**config.mk**
```make
export PLATFORM = sky130hd
export DESIGN_NAME = task2
export DESIGN_NICKNAME = d
export VERILOG_FILES = /design/src/rtl/task2.sv
export SDC_FILE = /design/constraint.sdc
export NUM_CORES = 1
export LEC_CHECK = 0
export ABC_AREA = 1
export CAP_MARGIN = 20
export CORE_AREA = 2 2 61 63
export CTS_CLUSTER_DIAMETER = 80
export CTS_CLUSTER_SIZE = 24
export DETAILED_ROUTE_END_ITERATION = 6
export DIE_AREA = 0 0 63 65
export GPL_TIMING_DRIVEN = 0
export PLACE_DENSITY_LB_ADDON = 0.3
export SYNTH_ARGS = -nofsm -noshare
export SYNTH_HDL_FRONTEND = slang
export SYNTH_SLANG_ARGS = --single-unit
```
**constraint.sdc**
```tcl
create_clock -name CLOCK_50 -period 1.3 [get_ports CLOCK_50]
set_input_delay 0.26 -clock CLOCK_50 [delete_from_list [all_inputs] [get_ports CLOCK_50]]
set_output_delay 0.26 -clock CLOCK_50 [all_outputs]
set_load 0.01 [all_outputs]
```
**src/rtl/task2.sv**
```systemverilog
// ARC4 key-scheduling engine: fills a 256-byte state RAM with the identity
// permutation, then runs the KSA swap loop using a 24-bit key taken from SW.
module task2_ram (
    input  logic       clk,
    input  logic [7:0] addr,
    input  logic [7:0] wdata,
    input  logic       we,
    output logic [7:0] q
);
    logic [7:0] mem [0:255];

    // NOTE: the memory array is deliberately not reset; INIT rewrites every location.
    always_ff @(posedge clk) begin
        if (we)
            mem[addr] <= wdata;
        q <= mem[addr];
    end
endmodule

module task2 (
    input  logic       CLOCK_50,
    input  logic [3:0] KEY,
    input  logic [9:0] SW,
    output logic [6:0] HEX0,
    output logic [6:0] HEX1,
    output logic [6:0] HEX2,
    output logic [6:0] HEX3,
    output logic [6:0] HEX4,
    output logic [6:0] HEX5,
    output logic [9:0] LEDR
);
    typedef enum logic [2:0] {
        INIT, RD_SI, WT_SI, RD_SJ, WT_SJ, WR_SI, WR_SJ, DONE
    } state_t;

    logic       rst;
    logic       unused_keys;
    state_t     state, state_n;
    logic [7:0] i, i_n, j, j_n, si, si_n, sj, sj_n;
    logic [1:0] kidx, kidx_n;
    logic       done, done_n;
    logic [23:0] key;
    logic [7:0] key_byte;
    logic [7:0] addr, wdata, q;
    logic       we;

    assign rst         = KEY[3];
    assign unused_keys = ^KEY[2:0];

    task2_ram s (
        .clk   (CLOCK_50),
        .addr  (addr),
        .wdata (wdata),
        .we    (we),
        .q     (q)
    );

    // kidx tracks i mod 3, so byte 0 is the most significant key byte.
    always_comb begin
        case (kidx)
            2'd0:    key_byte = key[23:16];
            2'd1:    key_byte = key[15:8];
            default: key_byte = key[7:0];
        endcase
    end

    // NOTE: every combinational output gets a default first, so no latches are inferred.
    always_comb begin
        state_n = state;
        i_n     = i;
        j_n     = j;
        si_n    = si;
        sj_n    = sj;
        kidx_n  = kidx;
        done_n  = done;
        addr    = i;
        wdata   = i;
        we      = 1'b0;

        case (state)
            INIT: begin
                we  = 1'b1;
                i_n = i + 8'd1;
                if (i == 8'hFF) begin
                    j_n     = 8'd0;
                    kidx_n  = 2'd0;
                    state_n = RD_SI;
                end
            end
            RD_SI: state_n = WT_SI;
            WT_SI: begin
                si_n    = q;
                j_n     = j + q + key_byte;
                state_n = RD_SJ;
            end
            RD_SJ: begin
                addr    = j;
                state_n = WT_SJ;
            end
            WT_SJ: begin
                addr    = j;
                sj_n    = q;
                state_n = WR_SI;
            end
            WR_SI: begin
                we      = 1'b1;
                wdata   = sj;
                state_n = WR_SJ;
            end
            WR_SJ: begin
                we    = 1'b1;
                addr  = j;
                wdata = si;
                if (i == 8'hFF) begin
                    done_n  = 1'b1;
                    state_n = DONE;
                end else begin
                    i_n     = i + 8'd1;
                    kidx_n  = (kidx == 2'd2) ? 2'd0 : kidx + 2'd1;
                    state_n = RD_SI;
                end
            end
            DONE:    done_n  = 1'b1;
            default: state_n = INIT;
        endcase

        // Reset may land in any state; it must never let a write through.
        if (rst)
            we = 1'b0;
    end

    // NOTE: sequential state uses non-blocking assignments only.
    always_ff @(posedge CLOCK_50) begin
        if (rst) begin
            state <= INIT;
            i     <= 8'd0;
            j     <= 8'd0;
            si    <= 8'd0;
            sj    <= 8'd0;
            kidx  <= 2'd0;
            done  <= 1'b0;
            key   <= {14'b0, SW};
        end else begin
            state <= state_n;
            i     <= i_n;
            j     <= j_n;
            si    <= si_n;
            sj    <= sj_n;
            kidx  <= kidx_n;
            done  <= done_n;
        end
    end

    assign HEX0 = 7'h7F;
    assign HEX1 = 7'h7F;
    assign HEX2 = 7'h7F;
    assign HEX3 = 7'h7F;
    assign HEX4 = 7'h7F;
    assign HEX5 = 7'h7F;
    assign LEDR = {9'b0, done};
endmodule

```
==> results of run 1 <==
[power by group through the flow]
stage	logic [mW]	registers (mW)	clock network [mW]
global placement	0.401	0.449	0
detailed placement	0.403	0.450	0
CTS	0.433	0.442	0.329
global route	0.534	0.460	0.339
finish	0.483	0.456	0.312
floorplan	0.369	0.441	0
[cells in the mapped netlist]
| cell type | number |
|---|---|
| a21oi_1 | 9 |
| nor2_1 | 5 |
| nor2_4 | 2 |
| conb_1 | 2 |
| clkbuf_1 | 1 |
| inv_2 | 1 |
| o211ai_1 | 1 |
| nand3_1 | 10 |
| nand2_8 | 2 |
| a211oi_1 | 1 |
| ha_1 | 1 |
| nand3b_1 | 1 |
| nand2_4 | 1 |
| inv_1 | 9 |
| nand2_2 | 2 |
| nand3_2 | 1 |
| nand2_1 | 22 |
| o21a_1 | 1 |
| o21ai_0 | 3 |
| xor2_1 | 3 |
| buf_4 | 52 |
| dfxtp_1 | 12 |
| clkinv_4 | 1 |
| nor2_2 | 4 |
[cell type report]
cell class                      count  area, um2
Buffer                             53        394
Clock buffer                        4       36.3
Fill cell                         369       2050
Inverter                           11       46.3
Multi-Input combinational cell    121        637
Sequential cell                    12        246
Tap cell                           48       60.1
Timing Repair Buffer                3       23.8
[worst max-delay path, stage by stage (launching register included)]
cell	delay, ps
dfxtp_4	360
ha_4	170
nand2_4	70
nor2_4	40
nand2_4	120
nand2_8	90
nand2_8	100
clkinv_4	70
nor2_2	90
nor2_2	30
[routing by layer]
metal	vias up	share of wire, %	track usage [%]
li1	472	-	-
met1	327	43	9.14
met2	33	48	15.4
met3	3	7.9	3.13
met4	0	0.83	3.33
met5	-	0	0
[worst min-delay path by stage]
stage               cells past startpoint  slack [ps]    from   end
detailed placement                      1         470    done  done
CTS                                     2         360  KEY[3]  i[3]
global route                            2         370  KEY[3]  i[2]
global placement                        1         460    done  done
finish                                  2         360  KEY[3]  i[2]
floorplan                               1         440    done  done
[placed cells by master (no fill, tap or decap), drive strengths merged]
cell,synthesis,layout
xor2,3,3
nand3,11,11
clkbuf,1,5
nand3b,1,1
dfxtp,12,12
o21ai,3,3
o21a,1,1
nor2,11,11
inv,10,10
nand2,27,28
ha,1,1
dlygate4sd2,0,1
a21oi,9,9
o211ai,1,1
clkinv,1,1
a211oi,1,1
buf,52,54
conb,2,51
[registers in the layout, summed over array words and instances, names as in the netlist]
name / count
i: 8
done: 1
state: 3
[logic make-up (layout without fill, tap and decap cells)]
family	count (synthesis)	after routing
flip-flops	12	12
AO/OA/AOI/OAI	15	15
adder cells (fa/ha/maj)	1	1
buffers and inverters	64	71
other	2	51
XOR/XNOR	3	3
AND/OR/NAND/NOR	50	51
[what timing repair did]
item,CTS,global route
pin swaps,2,4
hold endpoints to repair,0,0
setup buffers,2,0
gates cloned,1,0
endpoints found under the setup margin,9,10
gates resized for setup,4,8
==> qor.yml, run 1 <==
run_status:
  status: "complete, no violations"
worst_setup_path:
  rrSetupSlack_ps: 50
  rr_worst_depth: 9
  cp.arrival_ps: 1430
  crit_path_start: "i[0]"
  critical_path.max_fanout: 7
  rr_endpoint: "i[0]"
  critPathRequiredTime_ps: 1480
  path_class: "register to register"
  r2r_start: "i[0]"
  crit_end: "i[0]"
  cp-start-kind: "register"
  endpoint_kind: "register"
die:
  rows: 22
  initial_core_util_pct: 31.2
  die_x_um: 63
  die_area_mm2: 0.00410
  io_pins: 67
  die_y_um: 65
  coreArea_mm2: 0.00350
sta:
  tns_ps: 0
  setup_viol: 0
  hold_viol: 0
  finalClockSkew_ps: 11.0
  fin_hold_ws_ps: 361
  period_needed_ps: 1250
  period_share_pct: 96.0
  max_freq_mhz: 802
  layout_setup_ws_ps: 52.5
  slew_viol_final: 0
  rsz0062_at_grt: "true"
cts:
  cts-htree-levels: 1
  cts_buffers: 3
  clock-sinks: 12
  cts_tree: "done"
  hold_buffers: 0
  cts_buffer_depth: 2
  clk_latency_ps: 290
  path_clk_slew_ps: 90
  root_buffer: "clkbuf_4"
cells_and_area:
  layout.nets: 221
  final_util_pct: 41.3
  area_growth_pct: 32.5
  fin_cells: 252
  final_area_mm2: 0.00144
  diodes: 0
  drive_gt1_share_pct: 38.7
global_routing:
  grt_pass1_wl_um: 2720
  grt_pass1_vias: 654
  grt_usage_pct: 8.59
  grt_max_degree: 11
  antenna_found_initial: 0
  grt_remaining_overflow: 0
placement:
  numPortBuffers: 1
  hpwl_um: 1310
  placedCellCount: 245
  dp_slack_ps: -50.5
  dpl_cell_area_mm2: 0.00134
  gp_congestion: 0.784
yosys:
  synth_area_leaders: "buf_4 36%, dfxtp_1 22%, nand2_1 7.6%"
  synth_top_cell_by_area: "buf_4"
  yosysUniqueCellTypes: 24
  syn_avg_cell_area_um2: 7.41
  synth_mux_area_share_pct: 0
  yosysSeqAreaShare_pct: 22.0
  synth_top_family_by_area: "buffers and inverters"
  synth_compound_area_share_pct: 7.58
  synthCells: 147
  synth_xor_area_share_pct: 2.41
  synth-simple-area-share_pct: 25.7
  ys_seq_elements: 12
  synthAdderAreaFrac_pct: 1.15
  synth_warnings: 0
  syn-cell-area_mm2: 0.00109
  synth_top_area_share_pct: 35.8
power_and_ir_drop:
  power_frac_comb_pct: 38.6
  p_total_mw: 1.25
  p_clk_share_pct: 25.0
  p_sw_share_pct: 35.1
  power_density_mw_per_mm2: 867
  p_switching_mw: 0.439
  vdd_drop_max_mv: 0.638
  p_int_mw: 0.813
  power_frac_seq_pct: 36.4
  p_leak_nw: 0.727
routing:
  num_vias: 835
  drt_iter0_drc: 27
  wire_per_inst_um: 7.21
  drc: 0
  wl_um: 1820
  vias_per_cell: 3.31
  dr.pass1.iters: 4
  ant_nets: 0
min_path:
  hold_path_class: "input port to register"
flow_run:
  max_cap_viol_count: 0
Power figures use the tool's default switching activity.
==> run 2, diff against run 1 <==
--- a/config.mk
+++ b/config.mk
@@ -7,11 +7,11 @@
 export LEC_CHECK = 0
 export ABC_AREA = 1
 export CAP_MARGIN = 20
-export CORE_AREA = 2 2 61 63
+export CORE_AREA = 5 5 64 66
 export CTS_CLUSTER_DIAMETER = 80
 export CTS_CLUSTER_SIZE = 24
 export DETAILED_ROUTE_END_ITERATION = 6
-export DIE_AREA = 0 0 63 65
+export DIE_AREA = 0 0 69 71
 export GPL_TIMING_DRIVEN = 0
 export PLACE_DENSITY_LB_ADDON = 0.3
 export SYNTH_ARGS = -nofsm -noshare
==> run 2 against run 1 <==
Effect of this change:
- clock-buffer cell count is the same
- die area grew 20%
- fmax shrank 0.87%
==> qor.yml, run 2 (synthesis gave the netlist of run 1 again) <==
die:
  die_x_um: 69
  die_y_um: 71
  io_pins: 67
  coreArea_mm2: 0.00352
  die_area_mm2: 0.00490
  rows: 22
  initial_core_util_pct: 30.9
worst_setup_path:
  path_class: "register to output port"
  cp.arrival_ps: 1000
  critical_path.max_fanout: 2
  rrSetupSlack_ps: 60
  cp-start-kind: "register"
  rr_worst_depth: 9
  r2r_start: "i[0]"
  endpoint_kind: "output port"
  rr_endpoint: "i[1]"
  critPathRequiredTime_ps: 1040
routing:
  wire_per_inst_um: 7.85
  vias_per_cell: 3.47
  dr.pass1.iters: 3
  drt_iter0_drc: 19
  num_vias: 877
  ant_nets: 0
  drc: 0
  wl_um: 1990
sta:
  layout_setup_ws_ps: 41.6
  period_needed_ps: 1260
  setup_viol: 0
  max_freq_mhz: 795
  fin_hold_ws_ps: 340
  slew_viol_final: 0
  rsz0062_at_grt: "true"
  tns_ps: 0
  hold_viol: 0
  period_share_pct: 96.8
  finalClockSkew_ps: 13.4
cts:
  cts_buffers: 3
  cts-htree-levels: 1
  clk_latency_ps: 290
  cts_buffer_depth: 2
  hold_buffers: 0
  clock-sinks: 12
  root_buffer: "clkbuf_4"
  cts_tree: "done"
  path_clk_slew_ps: 90
power_and_ir_drop:
  p_leak_nw: 0.734
  power_density_mw_per_mm2: 851
  vdd_drop_max_mv: 0.384
global_routing:
  grt_max_degree: 11
  grt_usage_pct: 8.24
  grt_pass1_wl_um: 3310
  antenna_found_initial: 0
  grt_pass1_vias: 788
  grt_remaining_overflow: 0
cells_and_area:
  final_area_mm2: 0.00146
  drive_gt1_share_pct: 40.0
  nFillCells: 388
  fin_cells: 253
  layout.nets: 222
  diodes: 0
  regMostFlops: "i"
  final_common_cell: "buf_4"
  largest_register_ff_count: 8
  largestRegisters: "i (8), state (3), done (1)"
  area_growth_pct: 34.0
  final_cell_mix: "55 x buf_4, 51 x conb_1, 20 x nand2_1, 10 x nand3_1"
flow_run:
  max_cap_viol_count: 0
placement:
  gp_congestion: 0.727
  hpwl_um: 1470
  placedCellCount: 245
  dpl_cell_area_mm2: 0.00134
  dp_slack_ps: -46.9
  numPortBuffers: 1
run_status:
  status: "complete, no violations"
min_path:
  hold_depth: 2
  holdCritStartpoint: "KEY[3]"
  min_to: "i[3]"
  hold_path_class: "input port to register"
-- run 2: cell count changes in the layout (fill, tap and decap cells not counted), sizes merged --
cell / change
buf: +1
-- run 2: stage by stage --
stage          utilization, %  power, mW
6_report                 41.4       1.24
5_1_grt                  41.4       1.33
4_1_cts                  40.2       1.19
3_5_place_dp             38.1      0.849
3_3_place_gp             38.1      0.850
2_1_floorplan               -      0.810
-- run 2: repair_timing --
item                       in CTS  in global routing
gates resized for setup         5                  9
setup endpoints to repair       9                  8
gates cloned                    1                  0
pin swaps                       2                  6
buffers inserted                2                  1
-- run 2: cell type report --
class | count | area (um2) | area share [%]
repair buffers | 4 | 31.3 | 2.14
plain buffers | 53 | 394 | 27.0
well taps | 48 | 60.1 | 4.11
clock buffers | 4 | 36.3 | 2.49
flip-flops and latches | 12 | 246 | 16.9
inverters | 11 | 46.3 | 3.17
multi-input cells | 121 | 646 | 44.2
-- run 2: worst max-delay path, cell delays in order (launching register included) --
cell	delay (ps)
dfxtp_1	320
buf_4	120
dlygate4sd2_1	270
-- run 2: worst max path at each step --
| stage | slack [ps] | endpoint | cells past startpoint | startpoint |
|---|---|---|---|---|
| after floorplan | 90 | i[0] | 9 | i[0] |
| after global placement | -40 | i[2] | 8 | i[1] |
| after detailed placement | -50 | i[6] | 8 | i[1] |
| after CTS | 1 | i[6] | 8 | i[0] |
| after global routing | -30 | i[7] | 7 | i[2] |
| final | 40 | LEDR[0] | 2 | done |
-- run 2: layer usage --
layer / share of wire [%] / wire [um] / track usage, %
met1: 39 / 771 / 8.57
met2: 51 / 1010 / 13.7
met3: 7.7 / 153 / 3.13
met4: 2.7 / 53 / 5.86
met5: 0 / 0 / 0
-- run 2: power breakdown --
| group | switching, mW | internal, mW | leakage, nW |
|---|---|---|---|
| clock | 0.142 | 0.171 | 0.0210 |
| sequential | 0.0455 | 0.411 | 0.0988 |
| combinational | 0.251 | 0.222 | 0.614 |
